--- config.mk ---
export PLATFORM = sky130hd
export DESIGN_NAME = io_mem_arbiter
export DESIGN_NICKNAME = d
export VERILOG_FILES = /design/src/rtl/io_mem_arbiter.sv
export SDC_FILE = /design/constraint.sdc
export NUM_CORES = 1
export LEC_CHECK = 0
export ABC_CLOCK_PERIOD_IN_PS = 3500
export BUFFER_PORTS_ARGS = -buffer_cell sky130_fd_sc_hd__clkbuf_2
export CORE_AREA = 2 2 154 156
export CTS_BUF_LIST = sky130_fd_sc_hd__clkbuf_8
export DETAILED_ROUTE_END_ITERATION = 10
export DIE_AREA = 0 0 156 158
export GPL_TIMING_DRIVEN = 0
export HOLD_SLACK_MARGIN = 0.06
export SETUP_SLACK_MARGIN = 0.2
export SLEW_MARGIN = 5
export SYNTH_ARGS = -nofsm -noshare
export SYNTH_HDL_FRONTEND = slang
export SYNTH_SLANG_ARGS = --single-unit
export TNS_END_PERCENT = 50
--- constraint.sdc ---
create_clock -name clk -period 3.5 [get_ports clk]
set_input_delay 0 -clock clk [delete_from_list [all_inputs] [get_ports clk]]
set_output_delay 0 -clock clk [all_outputs]
set_load 0.05 [all_outputs]
--- src/rtl/io_mem_arbiter.sv ---
// io_mem_arbiter: round-robin arbiter for data-memory port B, one word transaction per grant.
// Optional macro IO_ARB_BOUNDS_EN rejects accesses outside DEPTH_WORDS and flags them on ch_err.
module io_mem_arbiter #(
    parameter int unsigned           NUM_CH       = 4,
    parameter int unsigned           ADDR_WIDTH   = 32,
    parameter int unsigned           DATA_WIDTH   = 32,
    parameter logic [ADDR_WIDTH-1:0] BASE_ADDR    = 32'h1000_0000,
    parameter int unsigned           DEPTH_WORDS  = 16384,
    parameter int unsigned           READ_LATENCY = 1
) (
    input  logic                             clk,
    input  logic                             rst,
    input  logic [NUM_CH-1:0]                ch_req,
    input  logic [NUM_CH-1:0]                ch_wren,
    input  logic [NUM_CH*ADDR_WIDTH-1:0]     ch_addr,
    input  logic [NUM_CH*DATA_WIDTH-1:0]     ch_wdata,
    output logic [NUM_CH-1:0]                ch_ack,
    output logic                             ch_err,
    output logic [DATA_WIDTH-1:0]            ch_rdata,
    output logic [$clog2(NUM_CH)-1:0]        grant_id,
    output logic                             busy,
    output logic [ADDR_WIDTH-1:0]            mem_addr,
    output logic                             mem_wren,
    output logic [DATA_WIDTH-1:0]            mem_wdata,
    input  logic [DATA_WIDTH-1:0]            mem_rdata
);
    localparam int unsigned GW = $clog2(NUM_CH);
    localparam int unsigned CW = 3;

    typedef enum logic [1:0] {ST_IDLE, ST_ISSUE, ST_WAIT, ST_DONE} state_t;

    if (NUM_CH < 2 || NUM_CH > 16) begin : g_bad_num_ch
        $error("io_mem_arbiter: NUM_CH must be 2..16");
    end
    if (READ_LATENCY < 1 || READ_LATENCY > 4) begin : g_bad_latency
        $error("io_mem_arbiter: READ_LATENCY must be 1..4");
    end
    if (DEPTH_WORDS == 0) begin : g_bad_depth
        $error("io_mem_arbiter: DEPTH_WORDS must be non-zero");
    end

    state_t                state, state_next;
    logic [GW-1:0]         ptr;
    logic [GW-1:0]         sel;
    logic [GW-1:0]         idx;
    logic                  found;
    logic                  wren_q;
    logic [CW-1:0]         cnt;
    logic                  wait_last;
    logic                  reject;
    logic [ADDR_WIDTH-1:0] sel_addr;
    logic [ADDR_WIDTH-1:0] sel_off;
    logic [DATA_WIDTH-1:0] sel_wdata;
    logic                  sel_wren;
    logic [NUM_CH-1:0]     one_hot_base;

    assign one_hot_base = {{(NUM_CH-1){1'b0}}, 1'b1};
    assign sel_addr     = ch_addr[sel*ADDR_WIDTH +: ADDR_WIDTH];
    assign sel_wdata    = ch_wdata[sel*DATA_WIDTH +: DATA_WIDTH];
    assign sel_wren     = ch_wren[sel];
    assign sel_off      = sel_addr - BASE_ADDR;
    assign wait_last    = (cnt == CW'(READ_LATENCY - 1));

`ifdef IO_ARB_BOUNDS_EN
    localparam int unsigned LW = ADDR_WIDTH + 1;
    localparam logic [LW-1:0] LIMIT = LW'(DEPTH_WORDS) << 2;

    assign reject = ({1'b0, sel_off} >= LIMIT);

    // Error flag rides along with the ack of a rejected access.
    always_ff @(posedge clk or posedge rst) begin
        if (rst) begin
            ch_err <= 1'b0;
        end else begin
            ch_err <= (state == ST_IDLE) && found && reject;
        end
    end
`else
    assign reject = 1'b0;
    assign ch_err = 1'b0;
`endif

    always_ff @(posedge clk or posedge rst) begin
        if (rst) begin
            state <= ST_IDLE;
        end else begin
            state <= state_next;
        end
    end

    // Round-robin search starting at ptr, plus next-state decode.
    always_comb begin
        state_next = state;
        found      = 1'b0;
        sel        = '0;
        idx        = '0;
        for (int i = 0; i < int'(NUM_CH); i++) begin
            idx = GW'((int'(ptr) + i) % int'(NUM_CH));
            if (!found && ch_req[idx]) begin
                found = 1'b1;
                sel   = idx;
            end
        end
        case (state)
            ST_IDLE:  if (found) state_next = reject ? ST_DONE : ST_ISSUE;
            ST_ISSUE: state_next = wren_q ? ST_DONE : ST_WAIT;
            ST_WAIT:  if (wait_last) state_next = ST_DONE;
            ST_DONE:  state_next = ST_IDLE;
            default:  state_next = ST_IDLE;
        endcase
    end

    // Registered datapath: grant latch, memory drive, ack/rdata generation.
    always_ff @(posedge clk or posedge rst) begin
        if (rst) begin
            ptr       <= '0;
            grant_id  <= '0;
            wren_q    <= 1'b0;
            cnt       <= '0;
            busy      <= 1'b0;
            ch_ack    <= '0;
            ch_rdata  <= '0;
            mem_addr  <= '0;
            mem_wren  <= 1'b0;
            mem_wdata <= '0;
        end else begin
            ch_ack   <= '0;
            mem_wren <= 1'b0;
            busy     <= (state_next != ST_IDLE);
            case (state)
                ST_IDLE: begin
                    if (found) begin
                        grant_id  <= sel;
                        wren_q    <= sel_wren;
                        mem_addr  <= sel_off >> 2;
                        mem_wdata <= sel_wdata;
                        if (reject) begin
                            ch_ack   <= one_hot_base << sel;
                            ch_rdata <= '0;
                        end else begin
                            mem_wren <= sel_wren;
                        end
                    end
                end
                ST_ISSUE: begin
                    cnt <= '0;
                    if (wren_q) ch_ack <= one_hot_base << grant_id;
                end
                ST_WAIT: begin
                    cnt <= cnt + CW'(1);
                    if (wait_last) begin
                        ch_rdata <= mem_rdata;
                        ch_ack   <= one_hot_base << grant_id;
                    end
                end
                ST_DONE: begin
                    ptr <= GW'((int'(grant_id) + 1) % int'(NUM_CH));
                end
                default: ;
            endcase
        end
    end
endmodule

=== Word-level counts from Yosys, hierarchy flattened ===
Cells that the tools add are included.

* Bits in read-only memories: 0
* Word-level logic and storage cells: 68
* Bits in latches: 0
* Input bits: 298
* RAM bits: 0
* Memories: 0
* Register bits: 110

* Shift operators: 3
* $add $sub $neg: 6
* $lt $le $gt $ge: 5
* Multiplexer cells: 28
* Multipliers: 0
* Div/mod/pow operators: 0
* Equal/unequal tests: 3
* Reductions and logical operators: 12
* Bitwise gates (word level): 0

{| class="wikitable"
|+ Operator list
! cell !! number
|-
| variable part select 128 x 8 -> 32 bit || 2
|-
| subtractor 32 x 29 -> 32 bit (second input constant) || 1
|-
| < comparator 2 x 3 -> 1 bit (second input constant) || 5
|-
| two-way mux 1 bit || 12
|-
| two-way mux 2 bit || 6
|-
| binary-select mux 1 bit (select 2 bit) || 5
|-
| two-way mux 4 bit || 2
|-
| case mux 2 bit (4 select lines) || 1
|-
| case mux 4 bit (2 select lines) || 1
|-
| case mux 3 bit (2 select lines) || 1
|-
| adder 2 x 1 -> 2 bit (second input constant) || 2
|-
| adder 2 bit (second input constant) || 2
|-
| equality test 2 bit (second input constant) || 2
|-
| AND reduction 2 bit || 2
|-
| nonzero test 2 bit || 2
|-
| left shift 1 x 2 -> 4 bit (first input constant) || 1
|-
| adder 3 x 1 -> 3 bit (second input constant) || 1
|-
| logical AND 1 bit || 3
|-
| logical NOT 1 bit || 3
|-
| logical NOT 3 bit || 1
|-
| equality test 2 x 1 -> 1 bit (second input constant) || 1
|-
| logical NOT 2 bit || 1
|}

=== Logic depth before layout (Yosys ltp) ===
Gate-level depths: netlist (run 1).

* Depth after elaboration: 16
* Mapped depth: 9
* Depth with buffers taken out: 8

=== Worst setup path after synthesis (run 1) ===
Ideal clock, no wire load.

* Kind: flip-flop to flip-flop
* Start point: register ptr[1]
* End point: register mem_addr[29]
* Buffers on the path: 1
* Path slack: 1364 ps
* Required time: 3418 ps
* Period minus slack after synthesis: 2136 ps
* Data arrival time: 2054 ps
* Cell stages (with the launch flop): 8
* Cell sequence: dfrtp_1 > a21boi_0 > o221a_4 > buf_6 > mux2i_1 > mux2i_1 > or4_1 > a31oi_1

* Word-level cells in the longest chain between the ends: 14
* Elaborated cells on any way between the ends: 28

{| class="wikitable"
|+ RTL lines
! what !! line !! text
|-
| from (decl) || 43 || <nowiki>logic [GW-1:0] ptr;</nowiki>
|-
| from (signal assigned) || 157 || <nowiki>ptr <= GW'((int'(grant_id) + 1) % int'(NUM_CH));</nowiki>
|-
| parallel branches: the longest is 14 deep, another holds adder 2 x 1 -> 2 bit || -- ||
|-
| to (signal assigned) || 135 || <nowiki>mem_addr <= sel_off >> 2;</nowiki>
|-
| to (decl) || 22 || <nowiki>output logic [ADDR_WIDTH-1:0] mem_addr,</nowiki>
|}

Parallel ways; which one is timed is not known. The select of a mux whose other input is x is not followed.
A chain may end at the register's enable or synchronous reset.

=== Worst setup path after layout (run 1) ===
Same ends and word-level chain as after synthesis.

==> results of run 1 <==
[layout by cell type (no fill, tap or decap), types with 2 or more instances in the layout]
cell type and instances:
buf_1 2, a21o_1 59, a211oi_1 60, dfrtp_1 110, mux2i_1 14, ha_1 11
clkinv_8 3, buf_2 13, clkbuf_1 39, inv_8 3, conb_1 3, inv_1 12
a311oi_1 58, nand3_1 4, nor2_1 2, buf_4 4, inv_6 2, nand2_1 125
mux2_2 33, and3_1 4, dlygate4sd3_1 181, o21ai_0 13, clkbuf_8 9, clkbuf_2 392
a21oi_1 2, and2_0 8, and2_1 51
[stage by stage]
step / power, mW / hold slack [ps] / utilization, %
after floorplan: 6.53 / 151 / -
after global placement: 8.20 / 240 / 37.2
after detailed placement: 8.28 / 37.3 / 37.3
after CTS: 9.32 / 62.7 / 46.1
after global routing: 9.83 / 85.9 / 46.1
final: 9.27 / 94.1 / 46.1
[worst reg2reg max path, delay by kind of cell (launching register included)]
family / cells / cell delay [ps]
compound gates: 2 / 510
buf+inv: 2 / 980
flops: 1 / 480
mux: 3 / 650
simple gates: 1 / 410
[cell type report]
| class | count | area, sq um | area share [%] |
|---|---|---|---|
| buffer | 61 | 275 | 2.59 |
| clock buffer | 9 | 124 | 1.17 |
| clock inverter | 7 | 91.3 | 0.859 |
| inverter | 13 | 53.8 | 0.506 |
| multi-input combinational | 463 | 3180 | 29.9 |
| sequential | 110 | 2750 | 25.9 |
| tap | 290 | 363 | 3.41 |
| timing repair buffer | 573 | 3800 | 35.7 |
[kinds of logic after synthesis]
family / count (synthesis) / share of synthesized area, %
buffers and inverters: 74 / 5.08
other: 1 / 0.0601
adder cells (fa/ha/maj): 11 / 2.21
multiplexers: 48 / 8.45
flip-flops: 110 / 44.1
AO/OA/AOI/OAI: 200 / 25.0
XOR/XNOR: 1 / 0.140
AND/OR/NAND/NOR: 200 / 14.9
[flip-flops by register name (all words and copies together) (netlist names), 2 cells and up]
signal and count:
ch_ack 4, ch_rdata 32, cnt 3, grant_id 2, state 2, mem_addr 30
mem_wdata 32, ptr 2
[final timing paths]
| check | slack, ps | from | depth (start not counted) | end |
|---|---|---|---|---|
| min reg2reg | 490 | mem_wdata[27] | 1 | mem_wdata[27] |
| max in group asynchronous | 2630 | rst | 4 | mem_wdata[4] |
| min | 90 | ch_wdata[50] | 4 | mem_wdata[18] |
| max reg2reg | 410 | ptr[1] | 8 | mem_addr[29] |
| min in group asynchronous | 140 | rst | 3 | mem_wdata[26] |
| max | 410 | ptr[1] | 8 | mem_addr[29] |
[what timing repair did]
action                                  in CTS  in global routing
hold buffers                               181                  0
endpoints found under the setup margin       0                  3
resized for setup                            0                  5
endpoints found under the hold margin      203                  0
[power breakdown]
group	internal, mW	leakage, nW	total, mW	switching, mW
clock network	0.296	0.108	0.853	0.557
logic	1.87	4.01	6.17	4.30
registers	1.91	1.33	2.25	0.344
[layer usage]
layer	vias to the layer above	share of wire, %	global-route usage [%]
li1	3501	-	-
met1	3538	39	24.5
met2	370	52	41.7
met3	57	7.0	4.65
met4	0	2.6	7.86
met5	-	0	0
==> reports/results.txt, run 1 <==
Clock tree sinks -> 110
HPWL after detailed placement -> 20100 um
PwrDens -> 872 nW/um^2
Pre-CTS setup slack -> 318 ps
Synth Instances -> 645
Top-count cell post-synth -> nand2_1
# Max-Cap Violations -> 0
Leak -> 5.45 nW
Yosys reg bits -> 110
Slew Limit Fails -> 0
Post-route cell area -> 10600 sq um
Setup total negative slack -> 0 ps
Layout Skew -> 22.7 ps
Worst path top cell family by delay -> buffers and inverters
Vias -> 7466
Clock Path Buffers -> 2
Port buffer count -> 391
Final setup viols -> 0
Setup ws final -> 406 ps
Slowest CP cell -> dlygate4sd3_1
H-tree levels -> 3
CTS Buf Count -> 9
CTS tree -> built
Postcts setup bufs -> 0
Final hold vios -> 0
Clock Latency Late Sink -> 420 ps
Cell mode on critical path -> mux2i_1
WP buf/inv -> 2
Layout area overhead -> 70.5%
Avg Synthesized Cell Area -> 9.67 sq um
Nets -> 1540
Chip Height -> 158 um
RSZ-0062 raised after global routing -> no
Clk pin slew, worst setup/hold paths -> 130 ps
Worst Path Required -> 3830 ps
Die ar. -> 24600 sq um
Share of flip-flops with an asynchronous set or reset -> 100%
Max Clk Rate -> 323 MHz
Vias in the first global route -> 7694
Fill cell count -> 2179
Synthesized cell area -> 6240 sq um
Clock root cell -> clkbuf_8
GRT overflow -> 0
Crit path largest cell delay -> 570 ps
Initial antenna violation count -> 0
Status -> finished, final reports clean
Largest net degree at the start of global routing -> 72
Avg Vias per Cell -> 4.89
Synth cell types -> 38
Initial core utilization -> 27.1%
Peak supply drop -> 0.410 mV
Top Ports -> 403
Top cells by area, synth -> dfrtp_1 (44%), a311oi_1 (8.1%), nand2_1 (7.5%)
Crit path cell chain -> mux2_4 > o221ai_2 > buf_2 > mux2i_1 > dlygate4sd3_1 > mux2i_1 > or4_1 > a31oi_1
Initial DRC count -> 444
Routed Wire Length -> 28400 um
Placed inst area -> 8600 sq um
Critical path type -> flip-flop to flip-flop
Crit path time final -> 3090 ps
Area leader, netlist -> dfrtp_1
Global-route wire length before repair -> 41600 um
# DRC -> 0
Crit share post-route -> 88.4%
Non-Filler Instances -> 1526
Top_reg_cell synth -> dfrtp_1
Rows -> 56
Share of the synthesized area in the top cell type -> 44.1%
Layout cells sized above 1 -> 37.6%
Critical path arrival -> 3430 ps
Post-DR wirelength/cell -> 18.6 um
Worst Setup Start Kind -> flip-flop
DP Cell Count -> 1329
Most frequent cells after synthesis -> nand2_1 (125), dfrtp_1 (110), a211oi_1 (60)
Core outline area -> 23100 sq um
Register area share after synthesis -> 44.1%
Final GP Congestion -> 0.824
Slew @ Worst Pin -> 819 ps
Maximum fanout along the worst path -> 10
Final ANT Viol Nets -> 0
Die width -> 156 um
Post-synth EDFFs -> 0
Yosys warning count -> 0
Normalized max-slew margin -> 45.4%
Crit path capture type -> flip-flop
Min-delay worst type -> input port to flip-flop
Drt pass-1 iters -> 5
Antenna fix cells -> 0
Total GRT Usage -> 22.1%
Power figures use the tool's default switching activity.
==> run 2, diff against run 1 <==
- ABC_AREA: not set -> 1
- CORE_AREA: 2 2 154 156 -> 2 2 156 158
- DIE_AREA: 0 0 156 158 -> 0 0 158 160
==> reports/results.txt, run 2 <==
Leak -> 5.86 nW
Final GP Congestion -> 0.842
PwrDens -> 1280 nW/um^2
Yosys reg bits -> 110
Most frequent cells after synthesis -> nand2_1 (137), dfrtp_1 (110), nor2_1 (79)
R2R Setup Slk -> 430 ps
Worst Setup EP -> mem_addr[28]
H-tree levels -> 3
Initial antenna violation count -> 1
HPWL after detailed placement -> 20900 um
Top Ports -> 403
Synth cell types -> 38
Share of flip-flops with an asynchronous set or reset -> 100%
Critical path type -> flip-flop to flip-flop
Yosys warning count -> 0
Critical hold path startpoint -> ch_addr[94]
Postcts setup bufs -> 0
# Max-Cap Violations -> 0
Crit path time final -> 3070 ps
Critical path arrival -> 3380 ps
Routed Wire Length -> 30700 um
Clk pin slew, worst setup/hold paths -> 130 ps
Die width -> 158 um
Synth Instances -> 728
Max Clk Rate -> 326 MHz
Post-layout util -> 49.2%
Clock tree sinks -> 110
Most common cell after layout, fill and taps aside -> clkbuf_2
Total GRT Usage -> 23.5%
Crit path largest cell delay -> 560 ps
Most frequent cells in the layout -> clkbuf_2 (392), dlygate4sd3_1 (262), nand2_1 (137)
Fill cell count -> 2232
Share of the synthesized area in the top cell type -> 42.4%
CTS Buf Count -> 9
Register area share after synthesis -> 42.4%
Peak supply drop -> 0.712 mV
RSZ-0062 raised after global routing -> yes
Slowest CP cell -> dlygate4sd3_1
Post-synth EDFFs -> 0
Top cells by area, synth -> dfrtp_1 (42%), nand2_1 (7.9%), o21ai_0 (6.0%)
Largest net degree at the start of global routing -> 67
Status -> finished, final reports clean
Setup total negative slack -> 0 ps
Initial DRC count -> 418
Drt pass-1 iters -> 5
Post-DR wirelength/cell -> 17.8 um
Worst Setup Start Kind -> flip-flop
Post-route cell area -> 11700 sq um
Layout Skew -> 15.5 ps
Crit path cell chain -> buf_6 > inv_6 > nand2_1 > nand3_1 > nand2_2 > inv_2 > nand3_2 > nand3_4 > buf_8 > buf_12 > nand2_2 > nand3_1 > nand2_2 > ha_1 > nand3b_1 > dlygate4sd3_1 > a31oi_1
Min-delay worst type -> input port to flip-flop
Avg Synthesized Cell Area -> 8.92 sq um
Nets -> 1704
# DRC -> 0
R2r worst-path depth -> 17
Layout area overhead -> 80.7%
CTS tree -> built
Top-count cell post-synth -> nand2_1
Area leader, netlist -> dfrtp_1
Chip Height -> 160 um
Die ar. -> 25300 sq um
Vias in the first global route -> 8861
Crit path from -> ptr[0]
Register area -> 2750 sq um
RR Endpoint -> mem_addr[28]
Vias -> 8215
Avg Vias per Cell -> 4.76
Port buffer count -> 391
GRT overflow -> 0
Slew Limit Fails -> 0
Pwr Total -> 15.0 mW
Core outline area -> 23800 sq um
Synthesized cell area -> 6490 sq um
Footprint of the multi-input gates -> 3260 sq um
Final hold vios -> 0
Final setup viols -> 0
Slew @ Worst Pin -> 611 ps
Non-Filler Instances -> 1725
Initial core utilization -> 27.3%
Clock Latency Late Sink -> 390 ps
Placed inst area -> 8890 sq um
Layout cells sized above 1 -> 36.6%
Global-route wire length before repair -> 45200 um
Final ANT Viol Nets -> 0
DP Cell Count -> 1446
Clock Path Buffers -> 2
Crit path capture type -> flip-flop
Worst r2r src -> ptr[0]
Cell mode on critical path -> nand2_2
Maximum fanout along the worst path -> 10
Crit share post-route -> 87.8%
Normalized max-slew margin -> 59.3%
Clock root cell -> clkbuf_8
Top_reg_cell synth -> dfrtp_1
Top Registers -> ch_rdata: 32 flops, mem_wdata: 32 flops, mem_addr: 30 flops
Worst Path Required -> 3810 ps
Rows -> 57
run 2: cell type report:
class	count	area share, %
sequential	110	23.5
buffer	51	3.03
timing repair buffer	654	39.3
inverter	33	1.14
antenna	1	0.0213
clock buffer	9	1.06
tap	324	3.46
clock inverter	7	0.736
multi-input combinational	536	27.8
run 2: report_power, final:
group / internal [mW] / switching, mW
registers: 1.93 / 0.362
logic: 4.80 / 7.07
clock network: 0.290 / 0.534
total: 7.01 / 7.96
run 2: how the worst min path moves through the flow:
stage	end	slack, ps	cells past startpoint
after global routing	mem_addr[10]	100	4
after global placement	ch_rdata[27]	240	2
after detailed placement	mem_addr[20]	50	2
final	mem_addr[28]	110	6
after floorplan	ch_rdata[30]	150	1
after CTS	mem_wdata[21]	60	3
run 2: cells by family after synthesis:
group                    Yosys count  share of synthesized area, %
AO/OA/AOI/OAI                    168                          17.1
XOR/XNOR                           1                         0.135
adder cells (fa/ha/maj)           11                          2.12
buffers and inverters             84                          7.44
flip-flops                       110                          42.4
multiplexers                      67                          10.9
other                              1                        0.0578
AND/OR/NAND/NOR                  286                          19.8
run 2: critical path: cells and delay by family, from the launching register on:
family                     cells  cell delay, ps
buffers and inverters          6            1230
DFF                            1             400
AOI/OAI and AO/OA              1             160
and+or+nand+nor                9            1000
adders and majority gates      1             190
run 2: per-layer routing:
metal | GRT usage, % | wire length [um] | vias to the layer above
met5 | 0 | 0 | -
met4 | 13.0 | 1570 | 0
met3 | 5.18 | 2080 | 93
met2 | 44.2 | 15900 | 461
met1 | 23.5 | 11100 | 3837
li1 | - | - | 3824
run 2: per-stage QoR:
step,setup WS [ps],hold WS (ps)
after floorplan,598,151
after global placement,-876,238
after detailed placement,738,54.9
after CTS,336,64.3
after global routing,197,102
final,428,112
run 2: repair_timing:
action                                  CTS  global route
hold buffers                            261             1
gates resized for setup                   0             2
endpoints found under the setup margin    0             7
endpoints found under the hold margin   202             1
==> run 3, diff against run 2 <==
- CELL_PAD_IN_SITES_DETAIL_PLACEMENT: not set -> 0
- CELL_PAD_IN_SITES_GLOBAL_PLACEMENT: not set -> 1
- CORE_AREA: 2 2 156 158 -> 2 2 157 159
- DIE_AREA: 0 0 158 160 -> 0 0 159 161
- PLACE_DENSITY_LB_ADDON: not set -> 0.1
==> reports/results.txt, run 3 (synthesized netlist as in run 2, its figures left out) <==
Die width -> 159 um
Slew @ Worst Pin -> 587 ps
Drt pass-1 iters -> 4
Crit share post-route -> 88.8%
Chip Height -> 161 um
Avg Vias per Cell -> 4.44
Sequential share of power -> 15.4%
Port buffer count -> 391
Final GP Congestion -> 0.783
RSZ-0062 raised after global routing -> yes
Peak supply drop -> 0.481 mV
Clk pwr share -> 5.6%
DP Cell Count -> 1446
H-tree levels -> 3
Core outline area -> 24000 sq um
Final ANT Viol Nets -> 0
Die ar. -> 25600 sq um
Maximum fanout along the worst path -> 10
Slew Limit Fails -> 0
Post-layout util -> 49.1%
R2R Setup Slk -> 390 ps
GRT overflow -> 0
GRT met1 Usage -> 25.6%
Global-route wire length before repair -> 43000 um
Gr busiest metal -> met2
Crit path time final -> 3110 ps
Most frequent cells in the layout -> clkbuf_2 (392), dlygate4sd3_1 (263), nand2_1 (135)
Worst Setup Start Kind -> flip-flop
Comb pwr share -> 79.1%
Layout Skew -> 10.6 ps
Max Clk Rate -> 322 MHz
Layout area overhead -> 81.3%
# DRC -> 0
Status -> finished, final reports clean
Pwr Total -> 14.8 mW
Clk pin slew, worst setup/hold paths -> 120 ps
Critical path arrival -> 3420 ps
Pint -> 7.09 mW
Min-delay worst type -> input port to flip-flop
Vias in the first global route -> 8019
Clock tree sinks -> 110
Clock Path Buffers -> 2
Initial core utilization -> 27.1%
PwrDens -> 1250 nW/um^2
Final hold vios -> 0
CTS Buf Count -> 9
Total GRT Usage -> 21.3%
Leak -> 5.88 nW
Met3 Use GR -> 4.13%
Normalized max-slew margin -> 60.9%
Routed Wire Length -> 27600 um
Clock root cell -> clkbuf_8
Initial DRC count -> 312
Met2 Resource Use GR -> 37.6%
Most common cell after layout, fill and taps aside -> clkbuf_2
Top Registers -> ch_rdata: 32 flops, mem_wdata: 32 flops, mem_addr: 30 flops
Top Ports -> 403
NetSw -> 7.66 mW
HPWL after detailed placement -> 20700 um
Vias -> 7679
Non-Filler Instances -> 1730
Sw Share -> 51.9%
# Max-Cap Violations -> 0
Rows -> 57
Crit path capture type -> flip-flop
Post-DR wirelength/cell -> 16.0 um
Final setup viols -> 0
Initial antenna violation count -> 2
CTS tree -> built
Layout cells sized above 1 -> 36.9%
Critical path type -> flip-flop to flip-flop
Largest net degree at the start of global routing -> 57
Setup total negative slack -> 0 ps
Clock Latency Late Sink -> 400 ps
Nets -> 1708
Worst Path Required -> 3810 ps
==> run 3: cell types whose count changed in the layout (fill, tap and decap cells not counted), sizes merged <==
cell,delta
clkinv,-1
buf,+3
diode,+1
inv,+1
dlygate4sd3,+1
==> run 3: power groups by stage <==
stage / registers [mW] / clock network (mW) / logic [mW]
2_1_floorplan: 4.24 / 0 / 5.10
3_3_place_gp: 2.28 / 0 / 9.72
3_5_place_dp: 2.29 / 0 / 9.73
4_1_cts: 2.27 / 0.850 / 11.7
5_1_grt: 2.35 / 0.897 / 12.7
6_report: 2.26 / 0.821 / 11.7
==> run 3: worst max-delay path, stage by stage, from the launching register on <==
cell	delay (ps)
dfrtp_1	390
buf_6	150
inv_6	100
nand2_1	70
nand3_1	110
nand2_2	110
nor2_8	150
nand3_4	130
nand3_4	130
buf_12	150
nand2_1	50
nand3_1	80
dlygate4sd3_1	560
nand3b_1	90
dlygate4sd3_1	570
a31oi_1	180
==> run 3: final cells by class <==
| cell class | count | area (sq um) |
|---|---|---|
| Antenna cell | 2 | 5.00 |
| Buffer | 51 | 360 |
| Sequential cell | 110 | 2750 |
| Tap cell | 324 | 405 |
| Clock inverter | 7 | 75.1 |
| Multi-Input combinational cell | 536 | 3280 |
| Inverter | 33 | 134 |
| Clock buffer | 9 | 124 |
| Fill cell | 2418 | 12200 |
| Timing Repair Buffer | 658 | 4640 |
==> run 3: routing by layer <==
| metal | part of all wire (%) | wire length [um] |
|---|---|---|
| met1 | 42 | 11500 |
| met2 | 50 | 13700 |
| met3 | 5.7 | 1580 |
| met4 | 3.1 | 857 |
| met5 | 0 | 0 |
==> run 3: repair_timing <==
item,CTS,global route
setup endpoints to repair,0,2
resized for setup,0,6
endpoints found under the hold margin,146,0
setup buffers,0,3
hold buffers,263,0
==> run 3: stage by stage <==
stage / area (sq um) / worst slack, ps / hold WS [ps]
after floorplan: 6500 / 598 / 151
after global placement: 8860 / -1160 / 233
after detailed placement: 8890 / 950 / 100
after CTS: 11700 / 347 / 61.5
after global routing: 11800 / 192 / 104
final: 11800 / 393 / 68.6
==> run 3: final timing paths <==
check                         startpoint            to  cells past startpoint
setup / recovery                  ptr[0]  mem_addr[28]                     15
hold / removal             ch_wdata[105]  mem_wdata[9]                      4
setup reg to reg                  ptr[0]  mem_addr[28]                     15
hold reg to reg             mem_addr[29]  mem_addr[29]                      2
max in group asynchronous            rst  mem_addr[26]                      4
min in group asynchronous            rst   ch_rdata[8]                      3
